$ cat src/rtl/wrr_arb_pkg.sv
// Shared types and helpers for the weighted round-robin stream arbiter.
// rr_pick works on a fixed maximum width so that any N_REQ up to MAX_REQ can share it.
package wrr_arb_pkg;

    localparam int MAX_REQ = 64;
    localparam int MAX_IDW = 6;

    typedef enum logic [0:0] {
        IDLE = 1'b0,
        BUSY = 1'b1
    } state_e;

    typedef struct packed {
        logic               found;
        logic [MAX_IDW-1:0] idx;
    } pick_t;

    function automatic int idw_of(input int n);
        return (n > 32'sd1) ? $clog2(n) : 32'sd1;
    endfunction

    // Rotate so ptr+1 sits at bit 0, take the lowest set bit, then map back to a requester index.
    function automatic pick_t rr_pick(input logic [MAX_REQ-1:0] valid,
                                      input logic [MAX_IDW-1:0] ptr,
                                      input int                 n);
        logic [2*MAX_REQ-1:0] dbl;
        logic [MAX_REQ-1:0]   rot;
        pick_t                res;
        int                   pos;
        res = '0;
        dbl = ({{MAX_REQ{1'b0}}, valid} << n) | {{MAX_REQ{1'b0}}, valid};
        rot = MAX_REQ'(dbl >> (int'(ptr) + 32'sd1));
        for (int j = 32'sd0; j < MAX_REQ; j++) begin
            if (!res.found && (j < n) && rot[j]) begin
                pos       = int'(ptr) + 32'sd1 + j;
                pos       = (pos >= n) ? (pos - n) : pos;
                res.found = 1'b1;
                res.idx   = MAX_IDW'(pos);
            end
        end
        return res;
    endfunction

endpackage

$ cat src/rtl/wrr_stream_arbiter_if.sv
// Requester-side and downstream-side handshake bundle of the arbiter.
// master = environment (requester FIFOs + downstream link), slave = arbiter.
interface wrr_stream_arbiter_if
    import wrr_arb_pkg::*;
#(
    parameter int N_REQ   = 8,
    parameter int DATAW   = 64,
    parameter int WEIGHTW = 4,
    parameter int IDW     = idw_of(N_REQ)
);
    logic [N_REQ-1:0]              i_valid;
    logic [N_REQ-1:0]              o_ready;
    logic [N_REQ-1:0][DATAW-1:0]   i_data;
    logic [N_REQ-1:0]              i_last;
    logic [N_REQ-1:0][WEIGHTW-1:0] i_weight;
    logic                          o_valid;
    logic                          i_ready;
    logic [DATAW-1:0]              o_data;
    logic                          o_last;
    logic [IDW-1:0]                o_grant_id;

    modport master (
        output i_valid, i_data, i_last, i_weight, i_ready,
        input  o_ready, o_valid, o_data, o_last, o_grant_id
    );

    modport slave (
        input  i_valid, i_data, i_last, i_weight, i_ready,
        output o_ready, o_valid, o_data, o_last, o_grant_id
    );
endinterface

$ cat src/rtl/rr_pointer_pick.sv
// Round-robin pick: first valid requester after ptr, with ptr itself scanned last.
module rr_pointer_pick
    import wrr_arb_pkg::*;
#(
    parameter int N_REQ = 8,
    parameter int IDW   = idw_of(N_REQ)
) (
    input  logic [N_REQ-1:0] valid_i,
    input  logic [IDW-1:0]   ptr_i,
    output logic             found_o,
    output logic [IDW-1:0]   idx_o
);
    pick_t pick_s;

    // Evaluate the shared pick function on zero-extended operands.
    always_comb begin
        pick_s = rr_pick(MAX_REQ'(valid_i), MAX_IDW'(ptr_i), N_REQ);
    end

    assign found_o = pick_s.found & (pick_s.idx < MAX_IDW'(N_REQ));
    assign idx_o   = pick_s.idx[IDW-1:0];
endmodule

$ cat src/rtl/wrr_stream_arbiter.sv
// Weighted round-robin merge of N_REQ packet streams into one registered output stream.
// A grant covers up to `weight` packets and is never broken inside a packet when LOCK_EN=1.
module wrr_stream_arbiter
    import wrr_arb_pkg::*;
#(
    parameter int N_REQ   = 8,
    parameter int DATAW   = 64,
    parameter int WEIGHTW = 4,
    parameter int LOCK_EN = 1
) (
    input logic                 i_clk,
    input logic                 i_rst_n,
    wrr_stream_arbiter_if.slave bus
);
    localparam int IDW = idw_of(N_REQ);

    state_e             state_q, state_d;
    logic [IDW-1:0]     owner_q, owner_d;
    logic [IDW-1:0]     ptr_q, ptr_d;
    logic [WEIGHTW-1:0] credit_q, credit_d;
    logic               mid_pkt_q, mid_pkt_d;

    logic               valid_q;
    logic [DATAW-1:0]   data_q;
    logic               last_q;
    logic [IDW-1:0]     gid_q;

    logic               pick_found_s;
    logic [IDW-1:0]     pick_idx_s;
    logic [WEIGHTW-1:0] pick_weight_s;
    logic               own_valid_s;
    logic               own_last_s;
    logic               accept_s;
    logic               xfer_s;
    logic               pkt_end_s;
    logic [N_REQ-1:0]   ready_s;

    rr_pointer_pick #(
        .N_REQ (N_REQ),
        .IDW   (IDW)
    ) u_pick (
        .valid_i (bus.i_valid),
        .ptr_i   (ptr_q),
        .found_o (pick_found_s),
        .idx_o   (pick_idx_s)
    );

    assign pick_weight_s = bus.i_weight[pick_idx_s];
    assign own_valid_s   = bus.i_valid[owner_q];
    assign own_last_s    = bus.i_last[owner_q];
    assign accept_s      = (state_q == BUSY) & (~valid_q | bus.i_ready);
    assign xfer_s        = accept_s & own_valid_s;
    assign pkt_end_s     = own_last_s | (LOCK_EN == 0);

    // Arbitration state register.
    always_ff @(posedge i_clk or negedge i_rst_n) begin
        if (!i_rst_n) begin
            state_q   <= IDLE;
            owner_q   <= '0;
            ptr_q     <= IDW'(N_REQ - 1);
            credit_q  <= '0;
            mid_pkt_q <= 1'b0;
        end else begin
            state_q   <= state_d;
            owner_q   <= owner_d;
            ptr_q     <= ptr_d;
            credit_q  <= credit_d;
            mid_pkt_q <= mid_pkt_d;
        end
    end

    // Next-state: grant in IDLE, spend credit per packet end, release early if the owner goes quiet between packets.
    always_comb begin
        state_d   = state_q;
        owner_d   = owner_q;
        ptr_d     = ptr_q;
        credit_d  = credit_q;
        mid_pkt_d = mid_pkt_q;
        case (state_q)
            IDLE: begin
                if (pick_found_s) begin
                    owner_d  = pick_idx_s;
                    credit_d = (pick_weight_s == '0) ? WEIGHTW'(1) : pick_weight_s;
                    state_d  = BUSY;
                end else begin
                    state_d  = IDLE;
                end
            end
            BUSY: begin
                if (xfer_s) begin
                    if (pkt_end_s) begin
                        mid_pkt_d = 1'b0;
                        if (credit_q == WEIGHTW'(1)) begin
                            ptr_d   = owner_q;
                            state_d = IDLE;
                        end else begin
                            credit_d = credit_q - WEIGHTW'(1);
                        end
                    end else begin
                        mid_pkt_d = 1'b1;
                    end
                end else if (!own_valid_s && !mid_pkt_q) begin
                    ptr_d   = owner_q;
                    state_d = IDLE;
                end else begin
                    state_d = BUSY;
                end
            end
            default: begin
                state_d = IDLE;
            end
        endcase
    end

    // Per-requester accept: only the owner, and only when the output stage can take a beat.
    always_comb begin
        ready_s = '0;
        if (accept_s) begin
            ready_s[owner_q] = 1'b1;
        end else begin
            ready_s = '0;
        end
    end

    // One-entry output stage; a new beat may overwrite one leaving in the same cycle.
    always_ff @(posedge i_clk or negedge i_rst_n) begin
        if (!i_rst_n) begin
            valid_q <= 1'b0;
            data_q  <= '0;
            last_q  <= 1'b0;
            gid_q   <= '0;
        end else if (xfer_s) begin
            valid_q <= 1'b1;
            data_q  <= bus.i_data[owner_q];
            last_q  <= own_last_s;
            gid_q   <= owner_q;
        end else if (bus.i_ready) begin
            valid_q <= 1'b0;
        end
    end

    assign bus.o_ready    = ready_s;
    assign bus.o_valid    = valid_q;
    assign bus.o_data     = data_q;
    assign bus.o_last     = last_q;
    assign bus.o_grant_id = gid_q;
endmodule
$ cat src/flat_wrapper.sv
// flat-port wrapper written by rule: the top's interface ports become plain ports
module wrr_stream_arbiter_flat import wrr_arb_pkg::*;
#(
    parameter int N_REQ   = 8,
    parameter int DATAW   = 64,
    parameter int WEIGHTW = 4,
    parameter int LOCK_EN = 1
)
  (i_clk, i_rst_n, bus_i_valid, bus_i_data, bus_i_last, bus_i_weight, bus_i_ready, bus_o_ready, bus_o_valid, bus_o_data, bus_o_last, bus_o_grant_id);
  wrr_stream_arbiter_if #(.N_REQ(N_REQ), .DATAW(DATAW), .WEIGHTW(WEIGHTW)) bus_i ();
  input logic i_clk;
  input logic i_rst_n;
  input wire logic [$bits(bus_i.i_valid)-1:0] bus_i_valid;
  input wire logic [$bits(bus_i.i_data)-1:0] bus_i_data;
  input wire logic [$bits(bus_i.i_last)-1:0] bus_i_last;
  input wire logic [$bits(bus_i.i_weight)-1:0] bus_i_weight;
  input wire logic [$bits(bus_i.i_ready)-1:0] bus_i_ready;
  output wire logic [$bits(bus_i.o_ready)-1:0] bus_o_ready;
  output wire logic [$bits(bus_i.o_valid)-1:0] bus_o_valid;
  output wire logic [$bits(bus_i.o_data)-1:0] bus_o_data;
  output wire logic [$bits(bus_i.o_last)-1:0] bus_o_last;
  output wire logic [$bits(bus_i.o_grant_id)-1:0] bus_o_grant_id;
  assign bus_i.i_valid = bus_i_valid;
  assign bus_i.i_data = bus_i_data;
  assign bus_i.i_last = bus_i_last;
  assign bus_i.i_weight = bus_i_weight;
  assign bus_i.i_ready = bus_i_ready;
  assign bus_o_ready = bus_i.o_ready;
  assign bus_o_valid = bus_i.o_valid;
  assign bus_o_data = bus_i.o_data;
  assign bus_o_last = bus_i.o_last;
  assign bus_o_grant_id = bus_i.o_grant_id;
  wrr_stream_arbiter #(.N_REQ(N_REQ), .DATAW(DATAW), .WEIGHTW(WEIGHTW), .LOCK_EN(LOCK_EN)) u_core (.i_clk(i_clk), .i_rst_n(i_rst_n), .bus(bus_i));
endmodule
$ cat config.mk
export PLATFORM = sky130hd
export DESIGN_NAME = wrr_stream_arbiter_flat
export DESIGN_NICKNAME = d
export VERILOG_FILES = /design/src/rtl/wrr_arb_pkg.sv /design/src/rtl/wrr_stream_arbiter_if.sv /design/src/rtl/rr_pointer_pick.sv /design/src/rtl/wrr_stream_arbiter.sv /design/src/flat_wrapper.sv
export SDC_FILE = /design/constraint.sdc
export NUM_CORES = 1
export LEC_CHECK = 0
export CORE_AREA = 10 10 242 244
export DETAILED_ROUTE_END_ITERATION = 6
export DIE_AREA = 0 0 252 254
export GPL_TIMING_DRIVEN = 0
export PLACE_DENSITY = 0.43
export SYNTH_ARGS = -nofsm -noshare
export SYNTH_HDL_FRONTEND = slang
export SYNTH_SLANG_ARGS = --single-unit
$ cat constraint.sdc
create_clock -name i_clk -period 3.8 [get_ports i_clk]
set_clock_uncertainty 0.05 [all_clocks]
set_input_delay 0.38 -clock i_clk [delete_from_list [all_inputs] [get_ports i_clk]]
set_output_delay 0.38 -clock i_clk [all_outputs]
set_load 0.01 [all_outputs]
Word-level counts from Yosys, hierarchy flattened
Index checks and enable logic that the tools add are counted.
{"block": "totals", "register_bits": 81, "latch_bits": 0, "ramBits": 0, "mem_bits_ro": 0, "output_inout_bits": 77, "wordCells": 124, "memories": 0}
{"block": "classes", "addsub": 17, "multipliers": 0, "n_div": 0, "magnitude_cmp": 12, "n_eq_ne": 7, "n_shift": 1, "n_mux": 46, "bitwise_logic": 7, "n_reduce_logical": 25}
{"cell": "binary-select mux 64 bit (select 3 bit)", "count": 1}
{"cell": "2-to-1 mux 64 bit", "count": 1}
{"cell": "2-to-1 mux 7 bit", "count": 8}
{"cell": "2-to-1 mux 6 bit", "count": 8}
{"cell": "subtractor 5 x 4 -> 6 bit, second input constant", "count": 7}
{"cell": ">= comparator 5 x 4 -> 1 bit, second input constant", "count": 7}
{"cell": ">= comparator 32 x 5 -> 1 bit, second input constant", "count": 1}
{"cell": "right shift 16 x 32 -> 8 bit", "count": 1}
{"cell": "2-to-1 mux 4 bit", "count": 6}
{"cell": "adder 4 x 3 -> 5 bit, second input constant", "count": 4}
{"cell": "OR 16 x 8 -> 16 bit", "count": 1}
{"cell": "binary-select mux 4 bit (select 3 bit)", "count": 1}
{"cell": "2-to-1 mux 3 bit", "count": 4}
{"cell": "2-to-1 mux 1 bit", "count": 11}
{"cell": "adder 4 x 2 -> 5 bit, second input constant", "count": 2}
{"cell": "logical AND 1 bit", "count": 9}
{"cell": "zero test 1 bit", "count": 9}
{"cell": "less-than comparator 3 x 4 -> 1 bit, second input constant", "count": 2}
{"cell": "2-to-1 mux 8 bit", "count": 1}
{"cell": "!= test 2 bit, second input constant", "count": 4}
{"cell": "one-hot mux 4 bit (2 select lines)", "count": 1}
{"cell": "AND reduction 4 bit", "count": 2}
{"cell": "binary-select mux 1 bit (select 3 bit)", "count": 2}
{"cell": "less-than comparator 6 x 4 -> 1 bit, second input constant", "count": 1}
{"cell": "15 further kinds", "count": 21}

Depth between registers and ports, before layout
{"block": "logic_depth", "ltp_word": 31, "mapped_depth": 18, "depth_no_buf": 16}

By module
From an unflattened synthesis, not the netlist that was laid out.
{"block": "hier_totals", "hier_cells": 744, "area_unflattened_um2": 8738.4}
{"mod": "wrr_stream_arbiter", "n_inst": 1, "cells_per_inst": 556, "area_per_inst_um2": 7214.4}
{"mod": "rr_pointer_pick", "n_inst": 1, "cells_per_inst": 188, "area_per_inst_um2": 1524.0}

Worst setup path before layout
Ideal clock, no wire load.
{"block": "synth_timing", "path_type": "register -> register", "from": "register u_core.ptr_q[0]", "to": "register u_core.credit_q[2]", "setup_ns": 0.148, "t_arrival_ns": 3.901, "setup_slack_ns": -0.299, "path_stages_with_launch": 18, "cell_sequence": "dfstp_2 -> buf_2 -> inv_1 -> buf_2 -> ha_1 -> ha_1 -> a21bo_2 -> a31o_2 -> ha_1 -> nand2b_1 -> mux2_2 -> o211ai_1 -> a31o_2 -> nand4_1 -> a31oi_2 -> a21o_1 -> a21o_1 -> a221oi_1"}
{"block": "synth_via", "elab_chain_cells": 30}
{"item": "start, declared", "line_no": "wrr_stream_arbiter.sv:19", "source": "logic [IDW-1:0] ptr_q, ptr_d;"}
{"item": "start signal, assigned", "line_no": "wrr_stream_arbiter.sv:60", "source": "ptr_q <= IDW'(N_REQ - 1);"}
{"item": "start signal, assigned", "line_no": "wrr_stream_arbiter.sv:66", "source": "ptr_q <= ptr_d;"}
{"item": "adder 3 x 1 -> 4 bit (*)", "line_no": "wrr_arb_pkg.sv:32, wrr_arb_pkg.sv:35"}
{"item": "right shift 16 x 32 -> 8 bit", "line_no": "wrr_arb_pkg.sv:32", "source": "rot = MAX_REQ'(dbl >> (int'(ptr) + 32'sd1));"}
{"item": "2-to-1 mux 7 bit", "line_no": "wrr_arb_pkg.sv:34", "source": "if (!res.found && (j < n) && rot[j]) begin"}
{"item": "zero test 1 bit", "line_no": "wrr_arb_pkg.sv:34"}
{"item": "logical AND 1 bit", "line_no": "wrr_arb_pkg.sv:34"}
{"item": "2-to-1 mux 7 bit", "line_no": "wrr_arb_pkg.sv:34"}
{"item": "zero test 1 bit", "line_no": "wrr_arb_pkg.sv:34"}
{"item": "logical AND 1 bit", "line_no": "wrr_arb_pkg.sv:34"}
{"item": "[14 not listed]"}
{"item": "logical AND 1 bit", "line_no": "wrr_arb_pkg.sv:34"}
{"item": "2-to-1 mux 7 bit (*)", "line_no": "wrr_arb_pkg.sv:34"}
{"item": "binary-select mux 4 bit (select 3 bit)", "line_no": "wrr_stream_arbiter.sv:48", "source": "assign pick_weight_s = bus.i_weight[pick_idx_s];"}
{"item": "2-to-1 mux 4 bit (not written as such)", "line_no": "wrr_stream_arbiter.sv:48"}
{"item": "zero test 4 bit", "line_no": "wrr_stream_arbiter.sv:83", "source": "credit_d = (pick_weight_s == '0) ? WEIGHTW'(1) : pick_weight_s;"}
{"item": "2-to-1 mux 4 bit", "line_no": "wrr_stream_arbiter.sv:83"}
{"item": "2-to-1 mux 4 bit", "line_no": "wrr_stream_arbiter.sv:81", "source": "if (pick_found_s) begin"}
{"item": "one-hot mux 4 bit (2 select lines)", "line_no": "wrr_stream_arbiter.sv:79", "source": "case (state_q)"}
{"item": "end signal, assigned", "line_no": "wrr_stream_arbiter.sv:67", "source": "credit_q <= credit_d;"}
{"item": "end, declared", "line_no": "wrr_stream_arbiter.sv:20", "source": "logic [WEIGHTW-1:0] credit_q, credit_d;"}
Every way passes the cells marked *; elsewhere a longest branch is shown, timed or not. The select of a mux whose other input is x is not followed.
A chain may end at the register's enable or synchronous reset.

Final worst setup path
{"block": "layout_timing", "from": "register u_core.ptr_q[1]", "to": "register u_core.owner_q[1]"}
{"block": "layout_via", "elab_chain_cells": 27}
{"item": "adder 3 x 1 -> 4 bit (*)", "line_no": "wrr_arb_pkg.sv:32, wrr_arb_pkg.sv:35"}
{"item": "right shift 16 x 32 -> 8 bit", "line_no": "wrr_arb_pkg.sv:32"}
{"item": "2-to-1 mux 7 bit", "line_no": "wrr_arb_pkg.sv:34"}
{"item": "zero test 1 bit", "line_no": "wrr_arb_pkg.sv:34"}
{"item": "logical AND 1 bit", "line_no": "wrr_arb_pkg.sv:34"}
{"item": "2-to-1 mux 7 bit", "line_no": "wrr_arb_pkg.sv:34"}
{"item": "zero test 1 bit", "line_no": "wrr_arb_pkg.sv:34"}
{"item": "logical AND 1 bit", "line_no": "wrr_arb_pkg.sv:34"}
{"item": "[11 not listed]"}
{"item": "logical AND 1 bit", "line_no": "wrr_arb_pkg.sv:34"}
{"item": "2-to-1 mux 7 bit", "line_no": "wrr_arb_pkg.sv:34"}
{"item": "zero test 1 bit", "line_no": "wrr_arb_pkg.sv:34"}
{"item": "logical AND 1 bit", "line_no": "wrr_arb_pkg.sv:34"}
{"item": "2-to-1 mux 7 bit (*)", "line_no": "wrr_arb_pkg.sv:34"}
{"item": "less-than comparator 6 x 4 -> 1 bit", "line_no": "rr_pointer_pick.sv:20", "source": "assign found_o = pick_s.found & (pick_s.idx < MAX_IDW'(N_REQ));"}
{"item": "AND 1 bit", "line_no": "rr_pointer_pick.sv:20"}
{"item": "AND reduction 2 bit (no source line)"}
{"item": "end signal, assigned", "line_no": "wrr_stream_arbiter.sv:65", "source": "owner_q <= owner_d;"}
{"item": "end, declared", "line_no": "wrr_stream_arbiter.sv:18", "source": "logic [IDW-1:0] owner_q, owner_d;"}
Every way passes the cells marked *; elsewhere a longest branch is shown, timed or not.

==> flow_metrics.env <==
export IMPL_die_area_um2=64010
export IMPL_top_usage_layer="met2"
export IMPL_finalWirelength_mm=65.13
export IMPL_fin_hold_ws_ps=441.9
export IMPL_clkTransAtPathRegs_ps=70
export IMPL_grt_pass1_wl_mm=88.52
export IMPL_synth_top_cell_area_share=0.3629
export IMPL_final_cells=2157
export IMPL_period_share=1.003
export IMPL_ant_nets=0
export IMPL_required_ps=3990
export IMPL_initial_utilization=0.1656
export IMPL_met3_usage=0.05731
export IMPL_grt_ovfl_total=0
export IMPL_synth_area_per_cell_um2=11.71
export IMPL_synth_edf_count=0
export IMPL_max_cap_violations=0
export IMPL_nFillCells=5569
export IMPL_synthTopCellsByArea="mux4_2 (36%), dfrtp_1 (22%), mux2i_1 (11%)"
export IMPL_grt_pass1_vias=10810
export IMPL_cp_arrival_ps=4000
export IMPL_grt_use_met1=0.2240
export IMPL_slew_headroom=0.1725
export IMPL_internal_power_mw=6.596
export IMPL_switching_share=0.4601
export IMPL_placed_area_um2=16210
export IMPL_final_layout_size_suffix_gt1_frac=0.1926
export IMPL_final_common_cell="clkdlybuf4s50_1"
export IMPL_fin_crit_ps=3812
export IMPL_htree_levels=3
export IMPL_synth_cell_types=66
export IMPL_vias=9890
export IMPL_cts_tree="done"
export IMPL_clock_latency_ps=350
export IMPL_syn_nets=1344
export IMPL_viasPerCell=4.585
export IMPL_die_h_um=254
export IMPL_synthFlopType="dfrtp_1"
export IMPL_ys_seq_area_frac=0.2288
export IMPL_wl_per_cell_um=30.19
export IMPL_cp_end_kind="flop"
export IMPL_max_freq_ghz=0.2623
export IMPL_dp_hpwl_mm=56.80
export IMPL_final_cell_area_um2=17090
export IMPL_gr_usage_all_layers=0.1959
export IMPL_violations="negative setup slack"
export IMPL_setup_viol=2
export IMPL_yosysTopAreaCell="mux4_2"
export IMPL_placed_cells=2094
export IMPL_portBuffers=639
export IMPL_p_sw_mw=5.621
export IMPL_grtUsageMet2=0.3566
export IMPL_antenna_found_initial=30
export IMPL_maxSlewViolCount=0
export IMPL_first_pass_iters=5
export IMPL_critPathKind="flop to flop"
export IMPL_cts_buffers_inserted=9
export IMPL_place_congestion=0.8808
export IMPL_drt_iter0_markers=751
export IMPL_root_buffer="clkbuf_16"
export IMPL_detail_route_drc_violations=0
export IMPL_utilization=0.3188
export IMPL_clockBufferDepth=2
export IMPL_synth_cells=758
export IMPL_cts_sinks=81
export IMPL_start_kind="flop"
export IMPL_worst_pin_slew_ps=1241
export IMPL_cellLeakagePower_nw=6.261
export IMPL_p_seq_frac=0.133
export IMPL_ys_warnings_count=0
export IMPL_ys_seq_elements=81
export IMPL_rows=85
export IMPL_synthArstFlopShare=1.000
export IMPL_die_x_um=252
export IMPL_core_area_um2=53600
export IMPL_synth_area_um2=8875
export IMPL_syn2layout_area_growth_pct=92.56
export IMPL_ir_worst_vdd_mv=0.2724
export IMPL_p_clk_frac=0.074
export IMPL_grt_max_degree=45
export IMPL_rsz0062_at_grt="true"
export IMPL_hold_class="flop to flop"
export IMPL_layout_common_cells="clkdlybuf4s50_1 (638), mux4_2 (144), mux2i_1 (96)"
export IMPL_power_density_nw_per_um2=714.9
export IMPL_pwr_share_comb=0.792
export IMPL_path_max_fanout=6
export IMPL_fin_nets=2035
export IMPL_hold_viol_final=0
export IMPL_io_pins=640
export IMPL_status="complete, but fails checks"
export IMPL_power_mw=12.22
export IMPL_final_setup_worst_slack_ps=-12.27
## worst paths after layout
kind                                               startpoint                           endpoint  slack, ps  cells past startpoint
worst max-delay path              u_core.ptr_q[1]$_DFFE_PN1P_      u_core.owner_q[1]$_DFFE_PN0P_        -10                     16
max in group asynchronous                             i_rst_n        u_core.ptr_q[1]$_DFFE_PN1P_       2480                      3
worst max register to register    u_core.ptr_q[1]$_DFFE_PN1P_      u_core.owner_q[1]$_DFFE_PN0P_        -10                     16
worst min-delay path            u_core.bus.o_last$_DFFE_PN0P_      u_core.bus.o_last$_DFFE_PN0P_        440                      1
min in group asynchronous                             i_rst_n  u_core.bus.o_data[23]$_DFFE_PN0P_        540                      2
worst min register to register  u_core.bus.o_last$_DFFE_PN0P_      u_core.bus.o_last$_DFFE_PN0P_        440                      1
## state kept, by name, indices dropped and copies added (netlist names)
name,flops
u_core.bus.o_grant_id,3
u_core.mid_pkt_q,1
u_core.owner_q,3
u_core.state_q,1
u_core.ptr_q,3
u_core.credit_q,4
u_core.bus.o_data,64
u_core.bus.o_last,1
u_core.bus.o_valid,1
## stage by stage
step                      setup WS, ps  TNS [ps]
final                           -12.27    -18.45
after global routing            -162.6    -812.2
after floorplan                  24.90         0
after CTS                       -149.8    -591.0
after detailed placement        -567.2    -11070
after global placement           -1233   -102550
## repair_timing
| action | 4_1_cts | 5_1_grt |
|---|---|---|
| hold buffers | 1 | 0 |
| setup buffers | 22 | 21 |
| pin swaps | 9 | 21 |
| setup endpoints to repair | 57 | 20 |
| hold endpoints to repair | 37 | 0 |
| resized for setup | 37 | 29 |
## synth_stat cells (all sizes together) (4+ instances only)
library cell    n
mux4          148
mux2i         100
nor2           89
dfrtp          78
a21oi          74
clkbuf         36
nand2          30
buf            29
ha             23
nand3          16
nand2b         15
o21ai          15
inv            14
mux2           11
nor3            8
a21o            5
o22ai           5
a221oi          4
and2            4
o211ai          4
## metal layers
layer | part of all wire | vias up
li1 | - | 4406
met1 | 0.39 | 5005
met2 | 0.53 | 389
met3 | 0.073 | 62
met4 | 0.012 | 28
met5 | 0.0032 | -
## area by class of cell
type	count	area, um^2	area share
inverter	16	80.08	0.004686
buffer	62	307.8	0.01801
clock inverter	4	52.55	0.003075
tap	696	870.8	0.05096
sequential	81	2032	0.1189
multi-input combinational	596	6721	0.3933
antenna	7	17.52	0.001025
timing repair buffer	683	6770	0.3962
clock buffer	12	236.5	0.01384
## critical path, stage by stage (launching register included)
cell	delay [ps]
dfstp_2	620
buf_8	160
clkinv_8	50
ha_4	310
ha_4	150
a21bo_4	220
a31o_4	250
ha_4	250
nand2b_1	50
mux2_4	270
o211ai_1	180
a31o_2	190
nand4_1	170
a31oi_4	260
buf_4	150
buf_6	80
mux2_4	280
## logic make-up after synthesis
family,share of synthesized area
flip-flops,0.2288
multiplexers,0.5073
adder cells (fa/ha/maj),0.03243
AND/OR/NAND/NOR,0.08910
AO/OA/AOI/OAI,0.09954
buffers and inverters,0.03891
XOR/XNOR,0.003948
## power groups by stage
stage | Combinational [mW] | Clock, mW | Sequential, mW
final | 9.68 | 0.909 | 1.63
after global routing | 10.5 | 0.979 | 1.69
after CTS | 9.57 | 0.947 | 1.63
after detailed placement | 9.15 | 0 | 1.61
after floorplan | 5.34 | 0 | 1.73
after global placement | 9.14 | 0 | 1.60
No activity file was read; power rests on OpenSTA's default activity.
